==> config.mk <==
export PLATFORM = sky130hd
export DESIGN_NAME = seg_display_monitor_flat
export DESIGN_NICKNAME = d
export VERILOG_FILES = /design/src/rtl/seg_display_monitor_if.sv /design/src/rtl/seg_display_monitor.sv /design/src/flat_wrapper.sv
export SDC_FILE = /design/constraint.sdc
export NUM_CORES = 1
export LEC_CHECK = 0
export BUFFER_PORTS_ARGS = -buffer_cell sky130_fd_sc_hd__buf_2
export CORE_UTILIZATION = 30
export CTS_CLUSTER_DIAMETER = 200
export DETAILED_ROUTE_END_ITERATION = 12
export PLACE_DENSITY_LB_ADDON = 0.08
export SYNTH_ARGS = -nofsm -noshare
export SYNTH_HDL_FRONTEND = slang
export SYNTH_SLANG_ARGS = --single-unit
==> constraint.sdc <==
create_clock -name clk -period 5.9 [get_ports clk]
set_clock_uncertainty 0.05 [all_clocks]
set_input_delay 0.295 -clock clk [delete_from_list [all_inputs] [get_ports clk]]
set_output_delay 0.295 -clock clk [all_outputs]
set_load 0.01 [all_outputs]
==> src/rtl/seg_display_monitor_if.sv <==
// Sampled segment bus from the HEX1/HEX0 display plus the monitor's decode and lock-status outputs.
interface seg_display_monitor_if #(parameter int ERR_W = 8);
  logic             sample;
  logic [6:0]       seg_hi;
  logic [6:0]       seg_lo;
  logic [7:0]       value;
  logic             value_valid;
  logic             bad_pattern;
  logic             seq_err;
  logic             locked;
  logic [1:0]       state;
  logic [ERR_W-1:0] err_count;

  modport master (
    output sample, seg_hi, seg_lo,
    input  value, value_valid, bad_pattern, seq_err, locked, state, err_count
  );

  modport slave (
    input  sample, seg_hi, seg_lo,
    output value, value_valid, bad_pattern, seq_err, locked, state, err_count
  );
endinterface

==> src/rtl/seg_display_monitor.sv <==
// Decodes a two-digit active-low 7-segment bus back to a byte and checks it follows an up-counter.
// Two-stage pipeline (capture, decode/FSM), no back-pressure. Optional SEG_BLANK_SKIP_EN drops all-off digits.
module seg_display_monitor #(
  parameter int ERR_W    = 8,
  parameter int LOCK_CNT = 3
) (
  input  logic                 clk,
  input  logic                 clear,
  seg_display_monitor_if.slave mon
);
  typedef enum logic [1:0] {HUNT = 2'd0, VERIFY = 2'd1, LOCKED = 2'd2} state_t;

  localparam logic [3:0] LOCK_N = 4'(LOCK_CNT);

  function automatic logic [4:0] decode(input logic [6:0] s);
    case (s)
      7'b1000000: decode = {1'b1, 4'h0};
      7'b1111001: decode = {1'b1, 4'h1};
      7'b0100100: decode = {1'b1, 4'h2};
      7'b0110000: decode = {1'b1, 4'h3};
      7'b0011001: decode = {1'b1, 4'h4};
      7'b0010010: decode = {1'b1, 4'h5};
      7'b0000010: decode = {1'b1, 4'h6};
      7'b1111000: decode = {1'b1, 4'h7};
      7'b0000000: decode = {1'b1, 4'h8};
      7'b0011000: decode = {1'b1, 4'h9};
      7'b0001000: decode = {1'b1, 4'hA};
      7'b0000011: decode = {1'b1, 4'hB};
      7'b1000110: decode = {1'b1, 4'hC};
      7'b0100001: decode = {1'b1, 4'hD};
      7'b0000110: decode = {1'b1, 4'hE};
      7'b0001110: decode = {1'b1, 4'hF};
      default:    decode = 5'b0;
    endcase
  endfunction

  logic             s1_sample;
  logic [6:0]       s1_hi, s1_lo;
  state_t           state_q, state_n;
  logic [3:0]       run_q, run_n;
  logic [7:0]       last_q, last_n, value_q, value_n;
  logic             vv_q, vv_n, bp_q, bp_n, se_q, se_n;
  logic [ERR_W-1:0] err_q, err_n;

  logic [4:0] dec_hi, dec_lo;
  logic       dec_ok, consistent, blank, fault;
  logic [7:0] dec_val;

  assign dec_hi     = decode(s1_hi);
  assign dec_lo     = decode(s1_lo);
  assign dec_ok     = dec_hi[4] & dec_lo[4];
  assign dec_val    = {dec_hi[3:0], dec_lo[3:0]};
  // A jump to zero is the counter being cleared, so it never breaks the sequence.
  assign consistent = (dec_val == last_q) || (dec_val == last_q + 8'd1) || (dec_val == 8'd0);

`ifdef SEG_BLANK_SKIP_EN
  assign blank = (s1_hi == 7'h7F) || (s1_lo == 7'h7F);
`else
  assign blank = 1'b0;
`endif

  always_comb begin
    state_n = state_q;
    run_n   = run_q;
    last_n  = last_q;
    value_n = value_q;
    vv_n    = 1'b0;
    bp_n    = 1'b0;
    se_n    = 1'b0;
    err_n   = err_q;
    fault   = 1'b0;
    if (s1_sample && !blank) begin
      if (dec_ok) begin
        vv_n    = 1'b1;
        value_n = dec_val;
        last_n  = dec_val;
        case (state_q)
          HUNT: begin
            run_n   = 4'd1;
            state_n = (LOCK_N == 4'd1) ? LOCKED : VERIFY;
          end
          VERIFY: begin
            if (consistent) begin
              run_n = run_q + 4'd1;
              if (run_q + 4'd1 == LOCK_N) state_n = LOCKED;
            end else begin
              run_n = 4'd1;
            end
          end
          LOCKED:  fault = !consistent;
          default: state_n = HUNT;
        endcase
      end else begin
        bp_n = 1'b1;
        if (state_q == VERIFY) begin
          state_n = HUNT;
          run_n   = 4'd0;
        end else if (state_q == LOCKED) begin
          fault = 1'b1;
        end
      end
    end
    if (fault) begin
      se_n    = 1'b1;
      state_n = HUNT;
      run_n   = 4'd0;
      if (err_q != {ERR_W{1'b1}}) err_n = err_q + 1'b1;
    end
  end

  always_ff @(posedge clk or negedge clear) begin
    if (!clear) begin
      s1_sample <= 1'b0;
      s1_hi     <= 7'd0;
      s1_lo     <= 7'd0;
      state_q   <= HUNT;
      run_q     <= 4'd0;
      last_q    <= 8'd0;
      value_q   <= 8'd0;
      vv_q      <= 1'b0;
      bp_q      <= 1'b0;
      se_q      <= 1'b0;
      err_q     <= '0;
    end else begin
      s1_sample <= mon.sample;
      s1_hi     <= mon.seg_hi;
      s1_lo     <= mon.seg_lo;
      state_q   <= state_n;
      run_q     <= run_n;
      last_q    <= last_n;
      value_q   <= value_n;
      vv_q      <= vv_n;
      bp_q      <= bp_n;
      se_q      <= se_n;
      err_q     <= err_n;
    end
  end

  assign mon.value       = value_q;
  assign mon.value_valid = vv_q;
  assign mon.bad_pattern = bp_q;
  assign mon.seq_err     = se_q;
  assign mon.locked      = (state_q == LOCKED);
  assign mon.state       = state_q;
  assign mon.err_count   = err_q;
endmodule

==> src/flat_wrapper.sv <==
// flat-port wrapper written by rule: the top's interface ports become plain ports
module seg_display_monitor_flat 
#(
  parameter int ERR_W    = 8,
  parameter int LOCK_CNT = 3
)
  (clk, clear, mon_sample, mon_seg_hi, mon_seg_lo, mon_value, mon_value_valid, mon_bad_pattern, mon_seq_err, mon_locked, mon_state, mon_err_count);
  seg_display_monitor_if #(.ERR_W(ERR_W)) mon_i ();
  input  logic clk;
  input  logic clear;
  input wire logic [$bits(mon_i.sample)-1:0] mon_sample;
  input wire logic [$bits(mon_i.seg_hi)-1:0] mon_seg_hi;
  input wire logic [$bits(mon_i.seg_lo)-1:0] mon_seg_lo;
  output wire logic [$bits(mon_i.value)-1:0] mon_value;
  output wire logic [$bits(mon_i.value_valid)-1:0] mon_value_valid;
  output wire logic [$bits(mon_i.bad_pattern)-1:0] mon_bad_pattern;
  output wire logic [$bits(mon_i.seq_err)-1:0] mon_seq_err;
  output wire logic [$bits(mon_i.locked)-1:0] mon_locked;
  output wire logic [$bits(mon_i.state)-1:0] mon_state;
  output wire logic [$bits(mon_i.err_count)-1:0] mon_err_count;
  assign mon_i.sample = mon_sample;
  assign mon_i.seg_hi = mon_seg_hi;
  assign mon_i.seg_lo = mon_seg_lo;
  assign mon_value = mon_i.value;
  assign mon_value_valid = mon_i.value_valid;
  assign mon_bad_pattern = mon_i.bad_pattern;
  assign mon_seq_err = mon_i.seq_err;
  assign mon_locked = mon_i.locked;
  assign mon_state = mon_i.state;
  assign mon_err_count = mon_i.err_count;
  seg_display_monitor #(.ERR_W(ERR_W), .LOCK_CNT(LOCK_CNT)) u_core (.clk(clk), .clear(clear), .mon(mon_i));
endmodule
Word-level counts from Yosys, hierarchy flattened

Index checks and enable logic that the tools add are counted.

$add $sub $neg: 3
Eq/ne operators: 39
Muxes and demuxes: 25
Bitwise gates (word level): 1
Reductions and logical operators: 14

Operator list:

| operator              | count |
|---|---|
| $pmux W5 S16          | 2 |
| $eq A7 B7 Y1 const B  | 8 |
| $eq A7 B5 Y1 const B  | 6 |
| $eq A7 B6 Y1 const B  | 6 |
| $eq A7 B2 Y1 const B  | 4 |
| $eq A7 B4 Y1 const B  | 4 |
| $mux W4               | 5 |
| $add A8 B1 Y8 const B | 2 |
| $eq A8 B8 Y1          | 2 |
| $eq A7 B3 Y1 const B  | 2 |
| $logic_not A7 Y1      | 2 |
| $mux W2               | 6 |
| $mux W1               | 10 |
| $logic_not A8 Y1      | 1 |
| $ne A4 B4 Y1 const B  | 2 |
| $ne A8 B8 Y1 const B  | 1 |
| $pmux W4 S2           | 1 |
| $pmux W2 S3           | 1 |
| $reduce_bool A3 Y1    | 2 |
| $reduce_and A5 Y1     | 1 |
| $add A4 B1 Y4 const B | 1 |
| $eq A4 B2 Y1 const B  | 1 |
| $reduce_and A2 Y1     | 2 |
| $ne A3 B3 Y1 const B  | 1 |
| 8 further kinds       | 9 |

Bits in registers: 40
Output and inout bits: 22
Word-level logic and storage cells: 92

Depth between registers and ports, before layout

Word-level depth: 11
Mapped depth: 12
Gate-level depth less buffers: 9

Least setup slack after synthesis

Ideal clock, no wire load.

Kind: register to register
From: register u_core.s1_hi[4]
To: register u_core.err_q[1] (netlist: u_core.mon.err_count[1])
Setup time: 0.125 ns
Arrival time: 2.547 ns
Slack: 3.178 ns
Stages on the path, launching flop included: 11
Buffers on the path: 1
Cell sequence: dfrtp_1 -> buf_6 -> or4b_4 -> o21bai_1 -> o311a_2 -> xor2_1 -> xnor2_1 -> nor4_1 -> a21o_4 -> a211o_1 -> mux2_4

Cells in the longest elaborated chain, start to end: 10

Ends and longest elaborated chain:

| what                                       | line                       | source |
|---|---|---|
| start: declaration                         | seg_display_monitor.sv:38  | `logic [6:0] s1_hi, s1_lo;` |
| start signal: assignment                   | seg_display_monitor.sv:126 | `s1_hi <= mon.seg_hi;` |
| $eq A7 B4 Y1, or another cell as far along | seg_display_monitor.sv:16  | `case (s)` |
| $pmux W5 S16 (*)                           | seg_display_monitor.sv:16  |  |
| $eq A8 B8 Y1                               | seg_display_monitor.sv:54  | `assign consistent = (dec_val == last_q) \|\| (dec_val == last_q + 8'd1) \|\| (dec_val == 8'd0);` |
| $logic_or A1 B1 Y1 (2 in series)           | seg_display_monitor.sv:54  |  |
| $logic_not A1 Y1                           | seg_display_monitor.sv:90  | `LOCKED: fault = !consistent;` |
| $mux W1                                    | seg_display_monitor.sv:77  | `case (state_q)` |
| $mux W1 (*)                                | seg_display_monitor.sv:73  | `if (dec_ok) begin` |
| $mux W1 (*)                                | seg_display_monitor.sv:72  | `if (s1_sample && !blank) begin` |
| $reduce_and A2 Y1 (no source line) (*)     | n/a                        |  |
| end signal: assignment                     | seg_display_monitor.sv:135 | `err_q <= err_n;` |
| end: declaration                           | seg_display_monitor.sv:43  | `logic [ERR_W-1:0] err_q, err_n;` |

Every way passes the cells marked *; elsewhere a longest branch is shown, timed or not.
A chain may end at the register's enable or synchronous reset.

Worst setup path after layout

From: register u_core.s1_hi[0]
To: register u_core.err_q[1] (netlist: u_core.mon.err_count[1])

The elaborated chain is that of the path after synthesis.

==> impl_metrics.env <==
export IMPL_start_kind="register"
export IMPL_end_kind="register"
export IMPL_worst_path_max_fanout=17
export IMPL_required_ns=6.05
export IMPL_r2r_slack_ns=2.53
export IMPL_hold_viol_final=0
export IMPL_status="completed"
export IMPL_grt_pass1_vias=2246
export IMPL_fin_crit_ns=3.37
export IMPL_syn_num_nets=341
export IMPL_final_common_cell="dfrtp_1"
export IMPL_worst_r2r_path_depth=9
export IMPL_hold_path_class="input port to register"
export IMPL_numClockSinks=40
export IMPL_diodes=0
export IMPL_clk_pin_slew_ns=0.09
export IMPL_synth_area_per_cell_um2=8.68
export IMPL_synth_seq_area_share_pct=36.1
export IMPL_finish_net_count=365
export IMPL_cts_tree="built"
export IMPL_whs_endpoint="u_core.s1_lo[6]"
export IMPL_wl_um=6990
export IMPL_h_tree_depth=2
export IMPL_ys_async_sr_fraction_pct=100
export IMPL_dieArea_mm2=0.00964
export IMPL_drc=0
export IMPL_setup_tns_ns=0
export IMPL_synth_edff_count=0
export IMPL_initial_utilization_pct=31.4
export IMPL_final_cell_mix="dfrtp_1, buf_2, nand2_1"
export IMPL_r2r_end="u_core.mon.err_count[1]"
export IMPL_cts_buffers=5
export IMPL_fp_dieH_um=98.2
export IMPL_rsz0062_at_grt="no"
export IMPL_worstMarginPinSlew_ns=0.950
export IMPL_antenna_left=0
export IMPL_crit_type="register to register"
export IMPL_drive_gt1_share_pct=17.1
export IMPL_r2r_start="u_core.s1_hi[0]"
export IMPL_clk_latency_ns=0.30
export IMPL_syn2layout_area_growth_pct=11.4
export IMPL_coreArea_mm2=0.00885
export IMPL_die_width_um=98.2
export IMPL_synth_area_mm2=0.00278
export IMPL_min_from="mon_seg_lo[6]"
export IMPL_slew_headroom_pct=36.7
export IMPL_critical_path_arrival_ns=3.52
export IMPL_timing_final_crit_share_pct=57.1
export IMPL_rows=34
export IMPL_cellPowerDensity_mw_per_mm2=222
export IMPL_ctsHoldBuffers=0
export IMPL_syn_inst=320
export IMPL_setup_violations=0
export IMPL_fmax_mhz=297
export IMPL_hold_slack_ns=0.0407
export IMPL_yosys_warnings=0
export IMPL_grt_max_degree=41
export IMPL_drt_pass1_iter_count=6
export IMPL_cts_root_buffer_cell="clkbuf_8"
export IMPL_ys_types=62
export IMPL_dp_hpwl_um=4910
export IMPL_slew_viol_final=0
export IMPL_cts_setup_buffers=0
export IMPL_gp_congestion=0.823
export IMPL_cap_violations=0
export IMPL_fillCellCount=933
export IMPL_vias=2457
export IMPL_synth_flop_cell="dfrtp_1"
export IMPL_num_io_pins=39
export IMPL_ys_seq_elements=40
export IMPL_antenna_found_initial=0
export IMPL_port_buffers=38
export IMPL_p_leak_nw=1.37
export IMPL_ir_worst_vdd_mv=0.0928
export IMPL_hold_depth=1
export IMPL_drt_vias_per_instance=5.42
export IMPL_cts_resized=0
export IMPL_grt_pass1_wl_um=11600
export IMPL_grtUsageTotal_pct=15.1
export IMPL_clockBufferDepth=2
export IMPL_wl_per_cell_um=15.4
export IMPL_drtIter0Drc=84
export IMPL_gr_total_overflow=0
[layer usage]
metal  vias to the layer above  part of all wire (%)  global-route usage (%)
met3                         5                   2.9                    2.58
met4                         0                  0.97                    3.79
li1                       1218                     -                       -
met5                         -                     0                       0
met1                      1197                    50                    22.0
met2                        37                    46                    23.1
[final cells by class]
class	instances	area, um2	share of cell area (%)
inverters	9	33.8	1.09
multi-input cells	249	1630	52.8
flip-flops and latches	40	1000	32.4
clock inverters	3	23.8	0.769
clock buffers	5	68.8	2.22
repair buffers	39	198	6.39
well taps	108	135	4.37
[state kept, by name (all words and copies together) (netlist names)]
| name | cells |
|---|---|
| u_core.last_q | 8 |
| u_core.mon.bad_pattern | 1 |
| u_core.mon.err_count | 8 |
| u_core.mon.seq_err | 1 |
| u_core.mon.state | 2 |
| u_core.mon.value_valid | 1 |
| u_core.run_q | 4 |
| u_core.s1_hi | 7 |
| u_core.s1_lo | 7 |
| u_core.s1_sample | 1 |
[metrics by stage]
stage	power [W]	std cells	instance area, um2	worst slack [ns]	utilization, %
after CTS	0.000700	453	3090	2.52	35.0
after floorplan	0.000447	320	2780	3.18	-
after global placement	0.000498	445	3000	2.52	33.9
after detailed placement	0.000496	445	3000	2.53	33.9
after global routing	0.000738	453	3090	2.42	35.0
final	0.000686	453	3090	2.53	35.0
[worst max-delay path, stage by stage (launching register included)]
cell,delay [ns]
dfrtp_1,0.56
nor3b_2,0.40
a32oi_1,0.16
o32ai_1,0.47
nor2_1,0.19
xor3_1,0.39
nor4_2,0.24
a21o_4,0.28
a211o_1,0.20
mux2_4,0.30
[cell usage after synthesis, drive strengths merged, types with 5 or more instances]
cell type | n | area (um2)
nand4 | 7 | 43.8
o21ai | 14 | 70.1
and3 | 13 | 81.3
inv | 9 | 33.8
buf | 15 | 82.6
o211ai | 5 | 37.5
nor2 | 24 | 90.1
nand2 | 29 | 109
nand3 | 16 | 80.1
nor3 | 8 | 40.0
clkbuf | 7 | 26.3
nand2b | 9 | 56.3
nor3b | 6 | 65.1
a21oi | 16 | 80.1
xor2 | 11 | 96.3
nor4b | 5 | 50.0
xnor2 | 10 | 87.6
dfrtp | 40 | 1000
or3 | 5 | 31.3
a31oi | 9 | 56.3
[where the power goes]
group	leakage (nW)	total (W)	switching, W	internal [W]
combinational	0.819	0.000151	0.0000814	0.0000695
sequential	0.515	0.000338	0.0000443	0.000294
clock	0.0404	0.000197	0.000113	0.0000840
total	1.37	0.000686	0.000239	0.000448
[worst max-delay path by stage]
stage | from | to | depth (start not counted)
after CTS | u_core.s1_hi[0] | u_core.mon.err_count[1] | 9
after detailed placement | u_core.s1_hi[0] | u_core.mon.err_count[1] | 9
after global placement | u_core.s1_hi[0] | u_core.mon.err_count[1] | 9
final | u_core.s1_hi[0] | u_core.mon.err_count[1] | 9
after floorplan | u_core.s1_hi[4] | u_core.mon.err_count[1] | 10
after global routing | u_core.s1_hi[0] | u_core.mon.err_count[1] | 9
[cell families (layout without fill, tap and decap cells)]
kind of cell / after synthesis / after routing / synth area share [%]
and+or+nand+nor: 141 / 141 / 28.9
AOI/OAI and AO/OA: 79 / 79 / 19.4
DFF: 40 / 40 / 36.1
buffers and inverters: 31 / 56 / 5.14
xor gates and xnor gates: 22 / 22 / 7.48
adders and majority gates: 4 / 4 / 1.80
muxes: 3 / 3 / 1.26
No activity file was read; power rests on OpenSTA's default activity.
